===== src/rtl/memory_stage_pkg.sv =====
// Shared encodings for the memory stage: RV32I load/store funct3 codes,
// mcause values raised by the stage, and the access FSM states.
package memory_stage_pkg;

    localparam logic [2:0] F3_LB  = 3'b000;
    localparam logic [2:0] F3_LH  = 3'b001;
    localparam logic [2:0] F3_LW  = 3'b010;
    localparam logic [2:0] F3_LBU = 3'b100;
    localparam logic [2:0] F3_LHU = 3'b101;
    localparam logic [2:0] F3_SB  = 3'b000;
    localparam logic [2:0] F3_SH  = 3'b001;
    localparam logic [2:0] F3_SW  = 3'b010;

    localparam logic [3:0] CAUSE_ILLEGAL_INSN     = 4'd2;
    localparam logic [3:0] CAUSE_LOAD_MISALIGNED  = 4'd4;
    localparam logic [3:0] CAUSE_LOAD_ACCESS      = 4'd5;
    localparam logic [3:0] CAUSE_STORE_MISALIGNED = 4'd6;
    localparam logic [3:0] CAUSE_STORE_ACCESS     = 4'd7;

    typedef enum logic [0:0] {
        ST_IDLE   = 1'b0,
        ST_ACCESS = 1'b1
    } state_e;

    function automatic logic funct3_legal(input logic [2:0] f3, input logic is_store);
        logic ok;
        if (is_store) begin
            case (f3)
                F3_SB, F3_SH, F3_SW: ok = 1'b1;
                default:             ok = 1'b0;
            endcase
        end else begin
            case (f3)
                F3_LB, F3_LH, F3_LW, F3_LBU, F3_LHU: ok = 1'b1;
                default:                             ok = 1'b0;
            endcase
        end
        return ok;
    endfunction

endpackage


===== src/rtl/memory_stage_mem_align.sv =====
// Combinational byte-lane steering for RV32I loads/stores: store strobes and
// replicated data, load extraction with extension, misalign/illegal flags.
module mem_align
    import memory_stage_pkg::*;
(
    input  logic [2:0]  i_funct3,
    input  logic        i_is_store,
    input  logic [1:0]  i_addr_lo,
    input  logic [31:0] i_rs2,
    input  logic [31:0] i_rdata,
    output logic [3:0]  o_wstrb,
    output logic [31:0] o_wdata,
    output logic [31:0] o_load_data,
    output logic        o_misalign,
    output logic        o_illegal
);

    logic [31:0] shifted_s;

    // Lane steering, alignment check and load extension.
    always_comb begin
        shifted_s   = i_rdata >> {i_addr_lo, 3'b000};
        o_wstrb     = 4'b0000;
        o_wdata     = 32'h0000_0000;
        o_misalign  = 1'b0;
        o_load_data = 32'h0000_0000;
        o_illegal   = !funct3_legal(i_funct3, i_is_store);

        case (i_funct3[1:0])
            2'b00: begin
                o_wstrb    = 4'b0001 << i_addr_lo;
                o_wdata    = {4{i_rs2[7:0]}};
                o_misalign = 1'b0;
            end
            2'b01: begin
                o_wstrb    = 4'b0011 << i_addr_lo;
                o_wdata    = {2{i_rs2[15:0]}};
                o_misalign = i_addr_lo[0];
            end
            2'b10: begin
                o_wstrb    = 4'b1111;
                o_wdata    = i_rs2;
                o_misalign = (i_addr_lo != 2'b00);
            end
            default: begin
                o_wstrb    = 4'b0000;
                o_wdata    = 32'h0000_0000;
                o_misalign = 1'b0;
            end
        endcase

        case (i_funct3)
            F3_LB:   o_load_data = {{24{shifted_s[7]}}, shifted_s[7:0]};
            F3_LH:   o_load_data = {{16{shifted_s[15]}}, shifted_s[15:0]};
            F3_LW:   o_load_data = shifted_s;
            F3_LBU:  o_load_data = {24'h00_0000, shifted_s[7:0]};
            F3_LHU:  o_load_data = {16'h0000, shifted_s[15:0]};
            default: o_load_data = 32'h0000_0000;
        endcase
    end

endmodule


===== src/rtl/memory_stage.sv =====
// RV32I memory stage: issues one req/ack data-memory access per load/store,
// detects misalignment, illegal widths and bus timeout, one result per instruction.
module memory_stage
    import memory_stage_pkg::*;
#(
    parameter int XLEN           = 32,
    parameter int TIMEOUT_CYCLES = 255
) (
    input  logic            i_clk,
    input  logic            i_rst,
    input  logic            i_valid,
    output logic            o_ready,
    input  logic [XLEN-1:0] i_alu_result,
    input  logic [XLEN-1:0] i_rs2_data,
    input  logic [2:0]      i_funct3,
    input  logic            i_mem_read,
    input  logic            i_mem_write,
    input  logic [4:0]      i_rd_addr,
    input  logic            i_reg_write,
    output logic            o_dmem_req,
    output logic            o_dmem_we,
    output logic [XLEN-1:0] o_dmem_addr,
    output logic [XLEN-1:0] o_dmem_wdata,
    output logic [3:0]      o_dmem_wstrb,
    input  logic            i_dmem_ack,
    input  logic [XLEN-1:0] i_dmem_rdata,
    output logic            o_valid,
    output logic [4:0]      o_rd_addr,
    output logic [XLEN-1:0] o_rd_data,
    output logic            o_reg_write,
    output logic            o_exc,
    output logic [3:0]      o_exc_cause,
    output logic [XLEN-1:0] o_exc_tval
);

    localparam int CNT_W = (TIMEOUT_CYCLES > 1) ? $clog2(TIMEOUT_CYCLES) : 1;
    localparam logic [CNT_W-1:0] CNT_LAST = CNT_W'(TIMEOUT_CYCLES - 1);

    state_e            state_q, state_d;
    logic [CNT_W-1:0]  cnt_q, cnt_d;
    logic              dmem_req_q, dmem_req_d, dmem_we_q, dmem_we_d;
    logic [31:0]       dmem_addr_q, dmem_addr_d, dmem_wdata_q, dmem_wdata_d;
    logic [3:0]        dmem_wstrb_q, dmem_wstrb_d;
    logic              valid_q, valid_d, reg_write_q, reg_write_d, exc_q, exc_d;
    logic [4:0]        rd_addr_q, rd_addr_d;
    logic [31:0]       rd_data_q, rd_data_d, exc_tval_q, exc_tval_d;
    logic [3:0]        exc_cause_q, exc_cause_d;
    // Context of the outstanding access, captured at accept.
    logic [2:0]        acc_funct3_q, acc_funct3_d;
    logic              acc_store_q, acc_store_d, acc_reg_write_q, acc_reg_write_d;
    logic [31:0]       acc_addr_q, acc_addr_d;

    logic              accept_s, in_mem_s, in_store_s;
    logic [2:0]        align_funct3_s;
    logic              align_store_s;
    logic [1:0]        align_lo_s;
    logic [3:0]        align_wstrb_s;
    logic [31:0]       align_wdata_s, align_load_s;
    logic              align_misalign_s, align_illegal_s;

    assign o_ready    = (state_q == ST_IDLE) && !i_rst;
    assign accept_s   = i_valid && o_ready;
    assign in_mem_s   = i_mem_read || i_mem_write;
    assign in_store_s = i_mem_write && !i_mem_read;

    // While idle the aligner sees the incoming op; during an access it sees the captured one.
    always_comb begin
        if (state_q == ST_IDLE) begin
            align_funct3_s = i_funct3;
            align_store_s  = in_store_s;
            align_lo_s     = i_alu_result[1:0];
        end else begin
            align_funct3_s = acc_funct3_q;
            align_store_s  = acc_store_q;
            align_lo_s     = acc_addr_q[1:0];
        end
    end

    mem_align u_align (
        .i_funct3    (align_funct3_s),
        .i_is_store  (align_store_s),
        .i_addr_lo   (align_lo_s),
        .i_rs2       (i_rs2_data),
        .i_rdata     (i_dmem_rdata),
        .o_wstrb     (align_wstrb_s),
        .o_wdata     (align_wdata_s),
        .o_load_data (align_load_s),
        .o_misalign  (align_misalign_s),
        .o_illegal   (align_illegal_s)
    );

    // Next-state and next-output logic for the IDLE/ACCESS controller.
    always_comb begin
        state_d         = state_q;
        cnt_d           = cnt_q;
        dmem_req_d      = dmem_req_q;
        dmem_we_d       = dmem_we_q;
        dmem_addr_d     = dmem_addr_q;
        dmem_wdata_d    = dmem_wdata_q;
        dmem_wstrb_d    = dmem_wstrb_q;
        valid_d         = 1'b0;
        rd_addr_d       = rd_addr_q;
        rd_data_d       = rd_data_q;
        reg_write_d     = reg_write_q;
        exc_d           = exc_q;
        exc_cause_d     = exc_cause_q;
        exc_tval_d      = exc_tval_q;
        acc_funct3_d    = acc_funct3_q;
        acc_store_d     = acc_store_q;
        acc_reg_write_d = acc_reg_write_q;
        acc_addr_d      = acc_addr_q;

        case (state_q)
            ST_IDLE: begin
                if (accept_s) begin
                    rd_addr_d = i_rd_addr;
                    if (!in_mem_s) begin
                        valid_d     = 1'b1;
                        rd_data_d   = i_alu_result;
                        reg_write_d = i_reg_write;
                        exc_d       = 1'b0;
                        exc_cause_d = 4'd0;
                        exc_tval_d  = 32'h0000_0000;
                    end else if (align_illegal_s) begin
                        valid_d     = 1'b1;
                        rd_data_d   = 32'h0000_0000;
                        reg_write_d = 1'b0;
                        exc_d       = 1'b1;
                        exc_cause_d = CAUSE_ILLEGAL_INSN;
                        exc_tval_d  = 32'h0000_0000;
                    end else if (align_misalign_s) begin
                        valid_d     = 1'b1;
                        rd_data_d   = 32'h0000_0000;
                        reg_write_d = 1'b0;
                        exc_d       = 1'b1;
                        exc_cause_d = in_store_s ? CAUSE_STORE_MISALIGNED : CAUSE_LOAD_MISALIGNED;
                        exc_tval_d  = i_alu_result;
                    end else begin
                        state_d         = ST_ACCESS;
                        cnt_d           = '0;
                        dmem_req_d      = 1'b1;
                        dmem_we_d       = in_store_s;
                        dmem_addr_d     = {i_alu_result[31:2], 2'b00};
                        dmem_wdata_d    = in_store_s ? align_wdata_s : 32'h0000_0000;
                        dmem_wstrb_d    = in_store_s ? align_wstrb_s : 4'b0000;
                        acc_funct3_d    = i_funct3;
                        acc_store_d     = in_store_s;
                        acc_reg_write_d = i_reg_write && !in_store_s;
                        acc_addr_d      = i_alu_result;
                    end
                end else begin
                    valid_d = 1'b0;
                end
            end
            ST_ACCESS: begin
                if (i_dmem_ack) begin
                    state_d     = ST_IDLE;
                    dmem_req_d  = 1'b0;
                    valid_d     = 1'b1;
                    rd_data_d   = acc_store_q ? 32'h0000_0000 : align_load_s;
                    reg_write_d = acc_reg_write_q;
                    exc_d       = 1'b0;
                    exc_cause_d = 4'd0;
                    exc_tval_d  = 32'h0000_0000;
                end else if (cnt_q == CNT_LAST) begin
                    state_d     = ST_IDLE;
                    dmem_req_d  = 1'b0;
                    valid_d     = 1'b1;
                    rd_data_d   = 32'h0000_0000;
                    reg_write_d = 1'b0;
                    exc_d       = 1'b1;
                    exc_cause_d = acc_store_q ? CAUSE_STORE_ACCESS : CAUSE_LOAD_ACCESS;
                    exc_tval_d  = acc_addr_q;
                end else begin
                    cnt_d = cnt_q + CNT_W'(1);
                end
            end
            default: begin
                state_d    = ST_IDLE;
                dmem_req_d = 1'b0;
            end
        endcase
    end

    // State and registered outputs, cleared by synchronous reset.
    always_ff @(posedge i_clk) begin
        if (i_rst) begin
            state_q         <= ST_IDLE;
            cnt_q           <= '0;
            dmem_req_q      <= 1'b0;
            dmem_we_q       <= 1'b0;
            dmem_addr_q     <= 32'h0000_0000;
            dmem_wdata_q    <= 32'h0000_0000;
            dmem_wstrb_q    <= 4'b0000;
            valid_q         <= 1'b0;
            rd_addr_q       <= 5'd0;
            rd_data_q       <= 32'h0000_0000;
            reg_write_q     <= 1'b0;
            exc_q           <= 1'b0;
            exc_cause_q     <= 4'd0;
            exc_tval_q      <= 32'h0000_0000;
            acc_funct3_q    <= 3'b000;
            acc_store_q     <= 1'b0;
            acc_reg_write_q <= 1'b0;
            acc_addr_q      <= 32'h0000_0000;
        end else begin
            state_q         <= state_d;
            cnt_q           <= cnt_d;
            dmem_req_q      <= dmem_req_d;
            dmem_we_q       <= dmem_we_d;
            dmem_addr_q     <= dmem_addr_d;
            dmem_wdata_q    <= dmem_wdata_d;
            dmem_wstrb_q    <= dmem_wstrb_d;
            valid_q         <= valid_d;
            rd_addr_q       <= rd_addr_d;
            rd_data_q       <= rd_data_d;
            reg_write_q     <= reg_write_d;
            exc_q           <= exc_d;
            exc_cause_q     <= exc_cause_d;
            exc_tval_q      <= exc_tval_d;
            acc_funct3_q    <= acc_funct3_d;
            acc_store_q     <= acc_store_d;
            acc_reg_write_q <= acc_reg_write_d;
            acc_addr_q      <= acc_addr_d;
        end
    end

    assign o_dmem_req   = dmem_req_q;
    assign o_dmem_we    = dmem_we_q;
    assign o_dmem_addr  = dmem_addr_q;
    assign o_dmem_wdata = dmem_wdata_q;
    assign o_dmem_wstrb = dmem_wstrb_q;
    assign o_valid      = valid_q;
    assign o_rd_addr    = rd_addr_q;
    assign o_rd_data    = rd_data_q;
    assign o_reg_write  = reg_write_q;
    assign o_exc        = exc_q;
    assign o_exc_cause  = exc_cause_q;
    assign o_exc_tval   = exc_tval_q;

endmodule


===== config.mk =====
export PLATFORM = sky130hd
export DESIGN_NAME = memory_stage
export DESIGN_NICKNAME = d
export VERILOG_FILES = /design/src/rtl/memory_stage_pkg.sv /design/src/rtl/memory_stage_mem_align.sv /design/src/rtl/memory_stage.sv
export SDC_FILE = /design/constraint.sdc
export NUM_CORES = 1
export LEC_CHECK = 0
export ABC_CLOCK_PERIOD_IN_PS = 3500
export CAP_MARGIN = 20
export CORE_AREA = 2 2 132 134
export CTS_CLUSTER_SIZE = 40
export DETAILED_ROUTE_END_ITERATION = 8
export DIE_AREA = 0 0 134 136
export MAX_ROUTING_LAYER = met4
export PLACE_DENSITY_LB_ADDON = 0.15
export SLEW_MARGIN = 20
export SYNTH_ARGS = -nofsm -noshare
export SYNTH_HDL_FRONTEND = slang
export SYNTH_SLANG_ARGS = --single-unit

===== constraint.sdc =====
create_clock -name i_clk -period 3.5 [get_ports i_clk]
set_input_delay 0.7 -clock i_clk [delete_from_list [all_inputs] [get_ports i_clk]]
set_output_delay 0.7 -clock i_clk [all_outputs]
set_load 0.1 [all_outputs]

==> results list <==
- The worst setup path is captured at a flip-flop.
* Worst reg-to-reg path cell count: 8
- STA classifies the critical path startpoint as a primary input.
* Most common cell after layout, fill and taps aside: clkdlybuf4s50_1
- The final route contains 7179 vias.
- The most critical setup path has its startpoint at i_funct3[0].
* Capture point of the worst path: o_rd_data[5]
* Clock skew: 0.01248 ns
- The die covers 18220 um^2.
* Number of enable-type register cells in the synthesized netlist: 0
* Total internal power: 0.003433 W
- Dividing total power by cell area gives a power density of 507.4 nW/um^2.
* Drt first pass iters: 5
- Overflow after GRT: 0
- Number of filler cells placed in the layout: 1448
* Maximum number of pins on one net before global-route repair: 59
- Setup repair after global routing left no endpoint under its margin.
- The finished cells cover 10530 um^2.
* Drt wl/cell: 19.32 um
- Register-to-Register Setup Slack: 0.72 ns
* First-pass GRT wire length: 38090 um
* Final Hold Vio Count: 0
* Reported leakage power: 3.729 nW
* Worst EP required: 3.85 ns
- Starting utilization of the core area: 43.85%
* Worst reg2reg endpoint: o_rd_data[5]
* Final Cycle Share: 85.66%
* Core Rows: 48
- After clock tree synthesis, the flow added hold-fix buffers numbering 0.
- The worst setup path is of the in2reg kind.
- Growth of design area from synthesis to finish: 42.34%
- Number of buffers inserted during clock tree synthesis: 17
- The worst path needs 2.998 ns of the cycle, external delays included.
* Synth Warn #: 0
* Reported max-cap violation count: 0
- In this run, the clock network consumes 34.1% of the power.
- Number of antenna violations at the first check in global routing: 0
- The worst pin sits at a relative slew slack of 29.93%.
- Worst hold path stage count: 2
* Width of the die: 134 um
- Master cell of the clock root buffer: clkbuf_16
* Layer with the highest usage: met2
* PnR worst setup slack: 0.5018 ns
- At the later pin of the worst-skew pair, clock insertion delay measures 0.43 ns.
- Yosys mapped the design onto 60 distinct sky130hd cell types.
* Net count of the finished layout: 1160
- Status: complete, no violations
- Number of nets with antenna violations after routing: 0
- Vias in the first global route: 6763
* Primary flip-flop cell chosen by synthesis mapping: dfxtp_1
* Top-level port count: 258
- Routability-driven placement finished with a final weighted congestion of 0.9319.
- In the final layout, the share of cells above drive strength 1 is 11.47%.
- For this run, the top clock speed supported by timing is 333.5 MHz.
- In the global route stage, met2 resource usage came out at 44.90%.
* Half-perimeter wire length after placement: 17910 um
- The share of total power dissipated in combinational logic is 29.3%.
- CTS saw 158 sinks.
- The synthesized design contains 158 register bits.
- TritonCTS clock tree: done
* Post-Route Setup TNS: 0 ns
- After detailed placement, the total cell area comes to 9957 um^2.
* Clock slew at the register clock pins of the worst setup and hold paths: 0.06 ns
* Total standard cell area after synthesis: 7400 um^2
* Global-route usage over all layers: 27.74%
- Syn Inst Count: 836
- Finish-stage setup viols: 0
- Share of flip-flops with an asynchronous set or reset after synthesis: 0%
- Global routing used 34.64% of the available met1 tracks.
* Largest fanout on the critical path: 8
* Worst setup slack before clock tree synthesis: 0.1435 ns
- Of the total power, the share spent switching nets is 35.76%.
* Die span in y: 136 um
- In this run the number of H-tree levels came out at 4.
- Post-CTS Setup Bufs: 0
* Worst hold-check path type: reg2reg
- Number of gates given a new drive strength after cts: 0
- No sink is reached through more buffers than the 2 on the longest clock path.
- At the pin with the least slew margin, the transition time is 1.043 ns.
- Sequential fraction of design power: 36.6%
* Share of the yosys chip area belonging to registers: 42.75%
* DRC marker count from the first detailed-route iteration: 530
- In the routed design, unresolved DRC markers number 0.
- Vias per cell: 5.609
- Critical Path AT: 3.35 ns
- The analysis attributes to net switching a power of 0.001911 W.
- Met3 usage in global routing: 6.525%
* Start of the worst register-to-register path: state_q
- Measured on the finished design, the core utilization comes to 62.41%.
- IO Port Bufs: 254
- Average cell area after synthesis: 8.851 um^2
- Total detailed-routing wirelength: 24730 um
* Number of pins exceeding their max-slew limit in the final report: 0
* Largest vdd supply drop: 0.0003245 V
- Commonest non-fill, non-tap cells in the layout: clkdlybuf4s50_1 (235), dfxtp_1 (158), nand2_1 (121), a21oi_1 (73), nor2_1 (72)
- Number of antenna repair diodes: 0
- Core area: 16880 um^2
how the worst min path moves through the flow:
| stage | start | to | slack [ns] |
|---|---|---|---|
| floorplan | acc_reg_write_q | acc_reg_write_q | 0.43 |
| global placement | acc_funct3_q[0] | acc_funct3_q[0] | 0.44 |
| detailed placement | o_dmem_wdata[9] | o_dmem_wdata[9] | 0.45 |
| CTS | o_dmem_wdata[12] | o_dmem_wdata[12] | 0.47 |
| global route | o_dmem_wdata[28] | o_dmem_wdata[28] | 0.48 |
| finish | acc_funct3_q[1] | acc_funct3_q[1] | 0.46 |
kinds of logic (layout without fill, tap and decap cells):
kind of cell / after synthesis / after routing / share of synthesized area, %
fa+ha+maj: 6 / 6 / 1.015
flops: 158 / 158 / 42.75
compound gates: 296 / 296 / 30.39
xor+xnor: 7 / 7 / 0.8286
simple gates: 241 / 241 / 13.90
mux: 21 / 21 / 3.280
buf+inv: 106 / 323 / 7.795
other cells: 1 / 3 / 0.05068
stage by stage:
stage / std cells / hold WS [ns] / total power [W]
detailed placement: 1249 / 0.4486 / 0.003553
finish: 1280 / 0.4594 / 0.005344
CTS: 1280 / 0.4657 / 0.005370
global placement: 1249 / 0.4402 / 0.003544
floorplan: 838 / 0.4321 / 0.003085
global route: 1280 / 0.4758 / 0.005535
metal layers:
layer | up-vias | wire, um
li1 | 3453 | -
met1 | 3408 | 10640
met2 | 279 | 11890
met3 | 39 | 1717
met4 | 0 | 477
met5 | - | 0
sequential cells by signal, summed over array words and instances (netlist names):
register         cells
o_dmem_req           1
o_dmem_wdata        32
o_rd_data           32
o_exc_tval          32
acc_store_q          1
state_q              1
o_exc_cause          3
acc_reg_write_q      1
o_exc                1
acc_addr_q          32
o_valid              1
o_reg_write          1
o_rd_addr            5
o_dmem_wstrb         4
acc_funct3_q         3
cnt_q                8
cells in the mapped netlist (4+ instances only):
cell	count	area (um^2)
o2bb2ai_1	30	262.8
or3_1	5	31.28
nand3_1	11	55.05
o21bai_1	16	120.1
a22oi_1	48	360.4
dfxtp_1	158	3163
inv_1	5	18.77
a21oi_1	73	365.4
nor2_1	74	277.8
buf_2	20	100.1
nand4_1	4	25.02
clkbuf_1	36	135.1
a211oi_1	23	172.7
a311oi_1	8	70.07
buf_1	7	26.28
nand2_1	121	454.2
a32oi_1	16	140.1
mux2i_1	15	150.1
a22o_1	20	175.2
buf_4	35	262.8
a211oi_2	20	250.2
a31oi_1	18	112.6
ha_1	6	75.07
nor3_1	8	40.04
o21ai_0	6	30.03
xor2_1	5	43.79
power groups by stage:
stage	logic [W]	clock network, W	registers, W
after global routing	0.00163	0.00194	0.00197
final	0.00156	0.00182	0.00196
after CTS	0.00156	0.00185	0.00196
after floorplan	0.000508	0	0.00258
after global placement	0.00155	0	0.00200
after detailed placement	0.00156	0	0.00199
critical path, stage by stage:
cell	delay, ns
clkdlybuf4s50_1	0.42
mux2_2	0.31
inv_1	0.08
ha_1	0.19
or2_1	0.19
a21oi_1	0.08
nor3_1	0.85
a32oi_1	0.26
a211oi_2	0.26
cell type report:
cell class / instances / area [um^2] / area share, %
flip-flops and latches: 158 / 3163 / 30.03
multi-input cells: 574 / 3689 / 35.02
well taps: 225 / 281.5 / 2.673
repair buffers: 287 / 2805 / 26.63
clock inverters: 9 / 111.4 / 1.057
clock buffers: 22 / 464.2 / 4.407
inverters: 5 / 18.77 / 0.1782
(Power assumes the default switching activity.)
